`config.mk`:
```
export PLATFORM = sky130hd
export DESIGN_NAME = sseg_frame_decoder
export DESIGN_NICKNAME = d
export VERILOG_FILES = /design/src/rtl/sseg_pkg.sv /design/src/rtl/sseg_glyph_decode.sv /design/src/rtl/sseg_frame_decoder.sv
export SDC_FILE = /design/constraint.sdc
export NUM_CORES = 1
export LEC_CHECK = 0
export ABC_CLOCK_PERIOD_IN_PS = 5000
export BUFFER_PORTS_ARGS = -buffer_cell sky130_fd_sc_hd__buf_2
export CAP_MARGIN = 20
export CORE_MARGIN = 4
export CORE_UTILIZATION = 30
export DETAILED_ROUTE_END_ITERATION = 10
export GPL_TIMING_DRIVEN = 1
export SYNTH_ARGS = -nofsm -noshare
export SYNTH_HDL_FRONTEND = slang
export SYNTH_SLANG_ARGS = --single-unit
```
`constraint.sdc`:
```
create_clock -name clk -period 5 [get_ports clk]
set_input_delay 0.5 -clock clk [delete_from_list [all_inputs] [get_ports clk]]
set_output_delay 0.5 -clock clk [all_outputs]
set_load 0.1 [all_outputs]
```
`src/rtl/sseg_pkg.sv`:
```
// Shared definitions for the seven-segment bus reader.
// Holds the active-low glyph constants (segments {g,f,e,d,c,b,a}), the
// capture FSM encoding and the digit count.
package sseg_pkg;

    localparam int unsigned NUM_DIGITS = 8;

    localparam logic [6:0] GLYPH_0     = 7'h40;
    localparam logic [6:0] GLYPH_1     = 7'h79;
    localparam logic [6:0] GLYPH_2     = 7'h24;
    localparam logic [6:0] GLYPH_3     = 7'h30;
    localparam logic [6:0] GLYPH_4     = 7'h19;
    localparam logic [6:0] GLYPH_5     = 7'h12;
    localparam logic [6:0] GLYPH_6     = 7'h02;
    localparam logic [6:0] GLYPH_7     = 7'h78;
    localparam logic [6:0] GLYPH_8     = 7'h00;
    localparam logic [6:0] GLYPH_9     = 7'h10;
    localparam logic [6:0] GLYPH_A     = 7'h08;
    localparam logic [6:0] GLYPH_B     = 7'h03;
    localparam logic [6:0] GLYPH_C     = 7'h46;
    localparam logic [6:0] GLYPH_D     = 7'h21;
    localparam logic [6:0] GLYPH_E     = 7'h06;
    localparam logic [6:0] GLYPH_F     = 7'h0E;
    localparam logic [6:0] GLYPH_BLANK = 7'h7F;

    typedef enum logic [1:0] {
        IDLE   = 2'd0,
        SETTLE = 2'd1,
        HOLD   = 2'd2
    } fsm_t;

endpackage

```
`src/rtl/sseg_glyph_decode.sv`:
```
// Combinational glyph decoder: active-low 7-segment pattern -> hex nibble.
// Ports:
//   seg_i      7-bit pattern {g,f,e,d,c,b,a}, active-low
//   nibble_o   decoded hex value (0 for blank or unknown patterns)
//   blank_o    all segments off
//   invalid_o  pattern is neither a hex glyph nor blank
module sseg_glyph_decode
    import sseg_pkg::*;
(
    input  logic [6:0] seg_i,
    output logic [3:0] nibble_o,
    output logic       blank_o,
    output logic       invalid_o
);

    always_comb begin
        nibble_o  = 4'h0;
        blank_o   = 1'b0;
        invalid_o = 1'b0;
        case (seg_i)
            GLYPH_0:     nibble_o = 4'h0;
            GLYPH_1:     nibble_o = 4'h1;
            GLYPH_2:     nibble_o = 4'h2;
            GLYPH_3:     nibble_o = 4'h3;
            GLYPH_4:     nibble_o = 4'h4;
            GLYPH_5:     nibble_o = 4'h5;
            GLYPH_6:     nibble_o = 4'h6;
            GLYPH_7:     nibble_o = 4'h7;
            GLYPH_8:     nibble_o = 4'h8;
            GLYPH_9:     nibble_o = 4'h9;
            GLYPH_A:     nibble_o = 4'hA;
            GLYPH_B:     nibble_o = 4'hB;
            GLYPH_C:     nibble_o = 4'hC;
            GLYPH_D:     nibble_o = 4'hD;
            GLYPH_E:     nibble_o = 4'hE;
            GLYPH_F:     nibble_o = 4'hF;
            GLYPH_BLANK: blank_o  = 1'b1;
            default:     invalid_o = 1'b1;
        endcase
    end

endmodule

```
`src/rtl/sseg_frame_decoder.sv`:
```
// Seven-segment scan reader: qualifies each anode dwell, decodes the glyph
// and publishes a full 8-digit frame once every anode has been captured.
// Ports:
//   clk, rst     clock, synchronous active-high reset
//   sseg, an     multiplexed display bus, active-low
//   digits       nibble i = digit i of last frame
//   dp/blank/invalid  per-digit flags of last frame
//   frame_valid  one-cycle pulse when the frame outputs update
//   onehot_err   sticky: more than one anode driven at once
//   stale        no frame completed within TIMEOUT_CYCLES
module sseg_frame_decoder
    import sseg_pkg::*;
#(
    parameter int unsigned STABLE_CYCLES  = 4,
    parameter int unsigned TIMEOUT_CYCLES = 1048576,
    parameter int unsigned TO_W           = 21
) (
    input  logic        clk,
    input  logic        rst,
    input  logic [7:0]  sseg,
    input  logic [7:0]  an,
    output logic [31:0] digits,
    output logic [7:0]  dp,
    output logic [7:0]  blank,
    output logic [7:0]  invalid,
    output logic        frame_valid,
    output logic        onehot_err,
    output logic        stale
);

    localparam int unsigned ST_W = $clog2(STABLE_CYCLES + 1);

    logic [7:0]      an_q, sseg_q;
    logic [15:0]     prev_q;
    fsm_t            state_q;
    logic [ST_W-1:0] stab_cnt_q;
    logic [31:0]     shadow_digit_q;
    logic [7:0]      shadow_dp_q, shadow_blank_q, shadow_invalid_q;
    logic [7:0]      seen_q;
    logic            pub_q;
    logic [TO_W-1:0] to_cnt_q;
    logic [31:0]     digits_q;
    logic [7:0]      dp_q, blank_q, invalid_q;
    logic            frame_valid_q, onehot_err_q, stale_q;

    logic [7:0] sel;
    logic       multi, act_valid, changed, capture;
    logic [7:0] seen_d;
    logic       pub_d;
    logic [3:0] dec_nibble;
    logic       dec_blank, dec_invalid;

    sseg_glyph_decode u_dec (
        .seg_i     (sseg_q[6:0]),
        .nibble_o  (dec_nibble),
        .blank_o   (dec_blank),
        .invalid_o (dec_invalid)
    );

    // Anode qualification on the registered bus; x & (x-1) != 0 means >1 bit set.
    always_comb begin
        sel       = ~an_q;
        multi     = |(sel & (sel - 8'd1));
        act_valid = (sel != 8'd0) && !multi;
        changed   = ({an_q, sseg_q} != prev_q);
        capture   = (state_q == SETTLE) && act_valid && !changed &&
                    (stab_cnt_q == ST_W'(STABLE_CYCLES - 1));
        // A publish clears seen; a capture in the same cycle lands in the cleared mask.
        seen_d    = (pub_q ? 8'd0 : seen_q) | (capture ? sel : 8'd0);
        pub_d     = capture && (&seen_d);
    end

    // Dwell qualification FSM.
    always_ff @(posedge clk) begin
        if (rst) begin
            state_q    <= IDLE;
            stab_cnt_q <= '0;
        end else begin
            case (state_q)
                IDLE: begin
                    if (act_valid) begin
                        state_q    <= SETTLE;
                        stab_cnt_q <= ST_W'(1);
                    end
                end
                SETTLE: begin
                    if (!act_valid) begin
                        state_q <= IDLE;
                    end else if (changed) begin
                        stab_cnt_q <= ST_W'(1);
                    end else begin
                        stab_cnt_q <= stab_cnt_q + ST_W'(1);
                        if (capture) state_q <= HOLD;
                    end
                end
                HOLD: begin
                    if (changed) begin
                        state_q    <= act_valid ? SETTLE : IDLE;
                        stab_cnt_q <= ST_W'(1);
                    end
                end
                default: state_q <= IDLE;
            endcase
        end
    end

    // Input stage, shadow capture, frame publish, timeout and error flags.
    always_ff @(posedge clk) begin
        if (rst) begin
            an_q             <= 8'hFF;
            sseg_q           <= 8'hFF;
            prev_q           <= 16'hFFFF;
            shadow_digit_q   <= '0;
            shadow_dp_q      <= '0;
            shadow_blank_q   <= '0;
            shadow_invalid_q <= '0;
            seen_q           <= '0;
            pub_q            <= 1'b0;
            to_cnt_q         <= '0;
            digits_q         <= '0;
            dp_q             <= '0;
            blank_q          <= '0;
            invalid_q        <= '0;
            frame_valid_q    <= 1'b0;
            onehot_err_q     <= 1'b0;
            stale_q          <= 1'b0;
        end else begin
            an_q   <= an;
            sseg_q <= sseg;
            prev_q <= {an_q, sseg_q};

            for (int i = 0; i < NUM_DIGITS; i++) begin
                if (capture && sel[i]) begin
                    shadow_digit_q[i*4 +: 4] <= dec_nibble;
                    shadow_dp_q[i]           <= ~sseg_q[7];
                    shadow_blank_q[i]        <= dec_blank;
                    shadow_invalid_q[i]      <= dec_invalid;
                end
            end
            seen_q <= seen_d;
            pub_q  <= pub_d;

            frame_valid_q <= pub_q;
            if (pub_q) begin
                digits_q  <= shadow_digit_q;
                dp_q      <= shadow_dp_q;
                blank_q   <= shadow_blank_q;
                invalid_q <= shadow_invalid_q;
            end

            if (pub_q) begin
                to_cnt_q <= '0;
                stale_q  <= 1'b0;
            end else if (to_cnt_q != TO_W'(TIMEOUT_CYCLES)) begin
                to_cnt_q <= to_cnt_q + TO_W'(1);
                if (to_cnt_q == TO_W'(TIMEOUT_CYCLES - 1)) stale_q <= 1'b1;
            end

            if (multi) onehot_err_q <= 1'b1;
        end
    end

    assign digits      = digits_q;
    assign dp          = dp_q;
    assign blank       = blank_q;
    assign invalid     = invalid_q;
    assign frame_valid = frame_valid_q;
    assign onehot_err  = onehot_err_q;
    assign stale       = stale_q;

endmodule

```
Yosys cells after proc, flatten, opt, wreduce, memory -nomap -nowiden
Cells that the tools add are included.
Word-level totals
  flip-flop bits (word level): 182
  output and inout port bits: 59
Cells by class
  add/sub/neg operators: 3
  eq/ne operators: 27
  mux-type cells: 17
  bitwise operators: 4
  reductions and logical operators: 26
Operators by type and width (count)
  4-bit one-hot mux with 15 select lines: 1
  7-bit == test (second input constant): 5
  21-bit by 1-bit adder with 21-bit output (second input constant): 1
  21-bit by 20-bit == test with 1-bit output (second input constant): 1
  7-bit by 5-bit == test with 1-bit output (second input constant): 3
  7-bit by 6-bit == test with 1-bit output (second input constant): 3
  21-bit != test (second input constant): 1
  17-bit OR reduction: 1
  8-bit 2-to-1 mux: 2
  16-bit != test: 1
  7-bit by 2-bit == test with 1-bit output (second input constant): 2
  7-bit by 4-bit == test with 1-bit output (second input constant): 2
  1-bit logical AND: 13
  3-bit 2-to-1 mux: 4
  2-bit 2-to-1 mux: 5
  3-bit one-hot mux with 3 select lines: 1
  8-bit bitwise AND: 1
  8-bit inverter: 1
  8-bit bitwise OR: 1
  4-bit AND reduction: 2
  8-bit AND reduction: 1
  8-bit nonzero test: 1
  8-bit OR reduction: 1
  8-bit by 1-bit subtractor with 8-bit output (second input constant): 1
  other kinds (16): 22

Logic depth before layout (Yosys ltp)
  depth after elaboration: 13
  gate-level depth with buffers: 9
  mapped depth without buffers: 7

Cells and area by module
From an unflattened synthesis, not the netlist that was laid out.
Unflattened totals
  cell total of the unflattened synthesis: 738
  area, all modules: 7317.0 um2
Modules (own cells, without submodules)
  sseg_frame_decoder: instances 1, cells each 676, area each 6919.1 um2, sequential area each 3643.5 um2
  sseg_glyph_decode: instances 1, cells each 62, area each 397.9 um2, sequential area each 0.0 um2

Worst setup path after synthesis
Ideal clock, no wire load.
  path kind: register to register
  from: reg an_q[7]
  to: reg shadow_invalid_q[0]
  setup time: 0.075 ns
  arrival: 1.900 ns
  path slack: 3.026 ns
  cell stages (with the launch flop): 10
  path buffers: 3
  cells stage by stage: dfxtp_1 > buf_2 > nand2_1 > nor4_1 > or4_4 > o2111a_1 > buf_6 > buf_12 > nand2_8 > mux2i_1
Between the ends
  longest elaborated chain between the ends: 10
  elaborated cells on any way between the ends: 13
  those cells by class: 1 x add/sub; 1 x eq/ne; 2 x bitwise; 9 x reduce/logical
RTL lines
  from (decl): line sseg_frame_decoder.sv:33  | logic [7:0] an_q, sseg_q;
  from (signal assigned): line sseg_frame_decoder.sv:128  | an_q <= an;
  8-bit inverter: line sseg_frame_decoder.sv:62  | sel = ~an_q;
  8-bit by 1-bit subtractor with 8-bit output: line sseg_frame_decoder.sv:63  | multi = |(sel & (sel - 8'd1));
  8-bit bitwise AND: line sseg_frame_decoder.sv:63
  8-bit OR reduction: line sseg_frame_decoder.sv:63
  1-bit logical NOT: line sseg_frame_decoder.sv:64  | act_valid = (sel != 8'd0) && !multi;
  1-bit logical AND: line sseg_frame_decoder.sv:64
  1-bit logical AND: line sseg_frame_decoder.sv:66  | capture = (state_q == SETTLE) && act_valid && !changed &&
  1-bit logical AND * (2 in a row): line sseg_frame_decoder.sv:66
  1-bit logical AND *: line sseg_frame_decoder.sv:133  | if (capture && sel[i]) begin
  to (signal, indexed assignment): line sseg_frame_decoder.sv:137  | shadow_invalid_q[i] <= dec_invalid;
  to (decl): line sseg_frame_decoder.sv:38  | logic [7:0] shadow_dp_q, shadow_blank_q, shadow_invalid_q;
Mark *: on every way between the ends. The rest lies on a longest branch, timed or not.
A chain may end at the register's enable or synchronous reset.

Worst setup path in the final report
  from: reg sseg_q[5]
  to: reg shadow_digit_q[16]
Between the ends
  longest elaborated chain between the ends: 5
  elaborated cells on any way between the ends: 21
  those cells by class: 15 x eq/ne; 1 x mux; 5 x reduce/logical
RTL lines
  from (decl): line sseg_frame_decoder.sv:33
  from (signal assigned): line sseg_frame_decoder.sv:129  | sseg_q <= sseg;
  16-bit != test: line sseg_frame_decoder.sv:65  | changed = ({an_q, sseg_q} != prev_q);
  1-bit logical NOT: line sseg_frame_decoder.sv:66
  1-bit logical AND (2 in a row): line sseg_frame_decoder.sv:66
  1-bit logical AND: line sseg_frame_decoder.sv:133
  to (signal, indexed assignment): line sseg_frame_decoder.sv:134  | shadow_digit_q[i*4 +: 4] <= dec_nibble;
  to (decl): line sseg_frame_decoder.sv:37  | logic [31:0] shadow_digit_q;
Several ways; a longest one is shown, not always the timed one.

==> reports/results.ini <==
[detailed_routing]
via_per_inst = 4.53
drtIter0Drc = 269
routed_wirelength_um = 16100
ant_nets = 0
drt-wirelength-per-cell_um = 14.3
first_pass_iters = 4
vias = 5098
drc = 0

[clock_network]
clock_latency_ns = 0.43
htree_levels = 4
cts_root_buf = clkbuf_16
postCtsHoldBufs = 0
clkTransAtPathRegs_ns = 0.07
numCtsBuffers = 17
clockBufferDepth = 2
cts_tree = built
post-cts-setup-buffer-count = 0
cts.sinks = 182
ctsResizeCount = 0

[critical_path]
slowest_delay_ns = 0.69
path_delay_family = simple AND/OR/NAND/NOR gates
worst_setup_path_start_kind = flop
arrival_ns = 2.92
worst_setup_path_end_kind = flop
cp_cell_sequence = xnor2_2 > nand4_2 > nor4_4 > o2111a_1 > buf_4 > nand2_2 > mux2i_1
path_max_fanout = 24
reg2reg_setup_slack_ns = 2.38
rr_worst_depth = 7
cp_num_cells = 7
worstSetupPathType = reg2reg
critPathBufInv = 1
worstReg2RegEnd = shadow_digit_q[16]$_SDFFE_PP0P_
r2r_start = sseg_q[5]$_SDFF_PP1_
crit_slowest_cell = dfxtp_1
cp.required_ns = 5.30

[synth]
yosysUniqueCellTypes = 63
synth-seq-area-share = 0.496
synth-edff-count = 0
synthesis.area_um2 = 7350
avgSynthCellArea_um2 = 10.0
ys_seq_elements = 182
ys.flop_type = dfxtp_1
synth_top_area_cell = dfxtp_1
synth_top_area_frac = 0.496
netlist_instances = 733
synth_area_leaders = dfxtp_1 (50%), mux2i_1 (13%), nor2_1 (4.7%)
synthTopCellsByCount = dfxtp_1 (182), mux2i_1 (99), nor2_1 (92)
syn_nets = 755
async_flop_share = 0
yosysMostFrequentCell = dfxtp_1
yosys_warnings = 0

[outcome]
outcome = completed

[timing]
slew_headroom = 0.277
finalSetupViolations = 0
skew_ns = 0.0144
maxSlewViolCount = 0
worst_pin_slew_ns = 1.08
hold_viol_final = 0
fin_crit_sh = 0.524
hold_ws_ns = 0.254
min_period_ns = 2.62
fmax_mhz = 381
setup_tns_ns = 0
rsz0062_at_grt = false

[power_and_ir_drop]
leakage_nw = 3.48
intPower_mw = 2.30
pwr-share-clk = 0.462
swShare = 0.234
peakVddDrop_mv = 0.255
seq_power_share = 0.498
p_comb_frac = 0.040
p_total_mw = 3.00
p_sw_uw = 702
p_per_area_nw_per_um2 = 350

[grt]
grt_usage = 0.121
overflow = 0
antenna_found_initial = 0
grt_pass1_vias = 4919
grt_max_degree = 77
grt_pass1_wl_um = 26000

[layout]
antenna_cells = 0
final_area_um2 = 8580
area_growth_pct = 16.7
final_cells = 1125
drive_above_1_share = 0.212
fin_nets = 810

[floorplan]
ios = 77
core_area_um2 = 24200
dieWidth_um = 164
die_area_um2 = 27100
rows = 57
initial_core_util = 0.304
die_h_um = 164

[hold_path]
hold_end = sseg_q[2]$_SDFF_PP1_
min_from = sseg[2]
hp-class = in2reg
min_path_cells = 2

[job]
maxCapViolCount = 0

[place]
dp_cells = 1093
post-dp-hpwl_um = 10900
numPortBuffers = 76
gp_congestion = 0.849
post_dp_cell_area_um2 = 7960

-- final cells by class --
cell class | count | area [um^2]
clock inverter | 13 | 160
clock buffer | 19 | 453
inverter | 14 | 52.6
multi-input combinational | 493 | 3440
sequential | 182 | 3650
fill | 2447 | 15600
tap | 324 | 405
timing repair buffer | 80 | 413
-- worst register-to-register path, delay by kind of cell, from the launching register on --
family / cells / cell delay, ns
simple gates: 3 / 0.81
flops: 1 / 0.69
buf+inv: 1 / 0.39
compound gates: 1 / 0.24
xor+xnor: 1 / 0.18
mux: 1 / 0.17
-- power groups by stage --
stage               Sequential, mW  Clock [mW]  Combinational [mW]
finish                        1.49        1.39               0.121
global route                  1.50        1.48               0.136
CTS                           1.49        1.43               0.123
detailed placement            1.53           0               0.123
global placement              1.53           0               0.122
floorplan                     1.52           0               0.100
-- kinds of logic after synthesis --
family / share of synthesized area
AO/OA/AOI/OAI: 0.0690
XOR/XNOR: 0.0439
adder cells (fa/ha/maj): 0.00681
buffers and inverters: 0.0353
flip-flops: 0.496
multiplexers: 0.136
AND/OR/NAND/NOR: 0.213
-- sequential cells by signal, indices dropped and copies added, names as in the netlist, 16 cells and up --
name and cells:
to_cnt_q 21, prev_q 16, shadow_digit_q 32, digits 32
-- metrics by stage --
step | setup slack, ns | utilization
after floorplan | 3.03 | -
after global placement | 2.43 | 0.329
after detailed placement | 2.36 | 0.329
after CTS | 2.34 | 0.355
after global routing | 2.17 | 0.355
final | 2.38 | 0.355
-- how the worst max path moves through the flow --
stage | start | to | slack, ns
2_1_floorplan | an_q[7]$_SDFF_PP1_ | shadow_invalid_q[0]$_SDFFE_PP0P_ | 3.03
3_3_place_gp | sseg_q[5]$_SDFF_PP1_ | shadow_digit_q[24]$_SDFFE_PP0P_ | 2.43
3_5_place_dp | sseg_q[5]$_SDFF_PP1_ | shadow_blank_q[3]$_SDFFE_PP0P_ | 2.36
4_1_cts | sseg_q[5]$_SDFF_PP1_ | shadow_digit_q[13]$_SDFFE_PP0P_ | 2.34
5_1_grt | sseg_q[5]$_SDFF_PP1_ | shadow_blank_q[7]$_SDFFE_PP0P_ | 2.17
6_report | sseg_q[5]$_SDFF_PP1_ | shadow_digit_q[16]$_SDFFE_PP0P_ | 2.38
-- routing by layer --
metal  vias up  GRT usage  share of wire
li1       2606          -              -
met1      2406      0.166           0.49
met2        71      0.189           0.46
met3        15     0.0299          0.037
met4         0     0.0401          0.012
met5         -          0              0
-- layout by cell type (no fill, tap or decap), types with 4 or more instances in the layout --
cell type and count:
a21oi_1 16, a21oi_2 7, a311oi_1 6, and3_1 7
buf_2 75, buf_4 5, clkbuf_16 17, dfxtp_1 181
ha_1 4, inv_1 12, inv_8 4, mux2i_1 99
nand2_1 22, nand2_2 4, nand2b_1 53, nand3_1 11
nand3b_1 8, nand4_1 9, nor2_1 92, nor2b_1 5
nor3_1 4, nor4_1 9, nor4b_1 4, o21ai_0 15
or2_2 33, xnor2_1 19, xor2_1 16
Note: power is estimated with default switching activity, not from simulation.
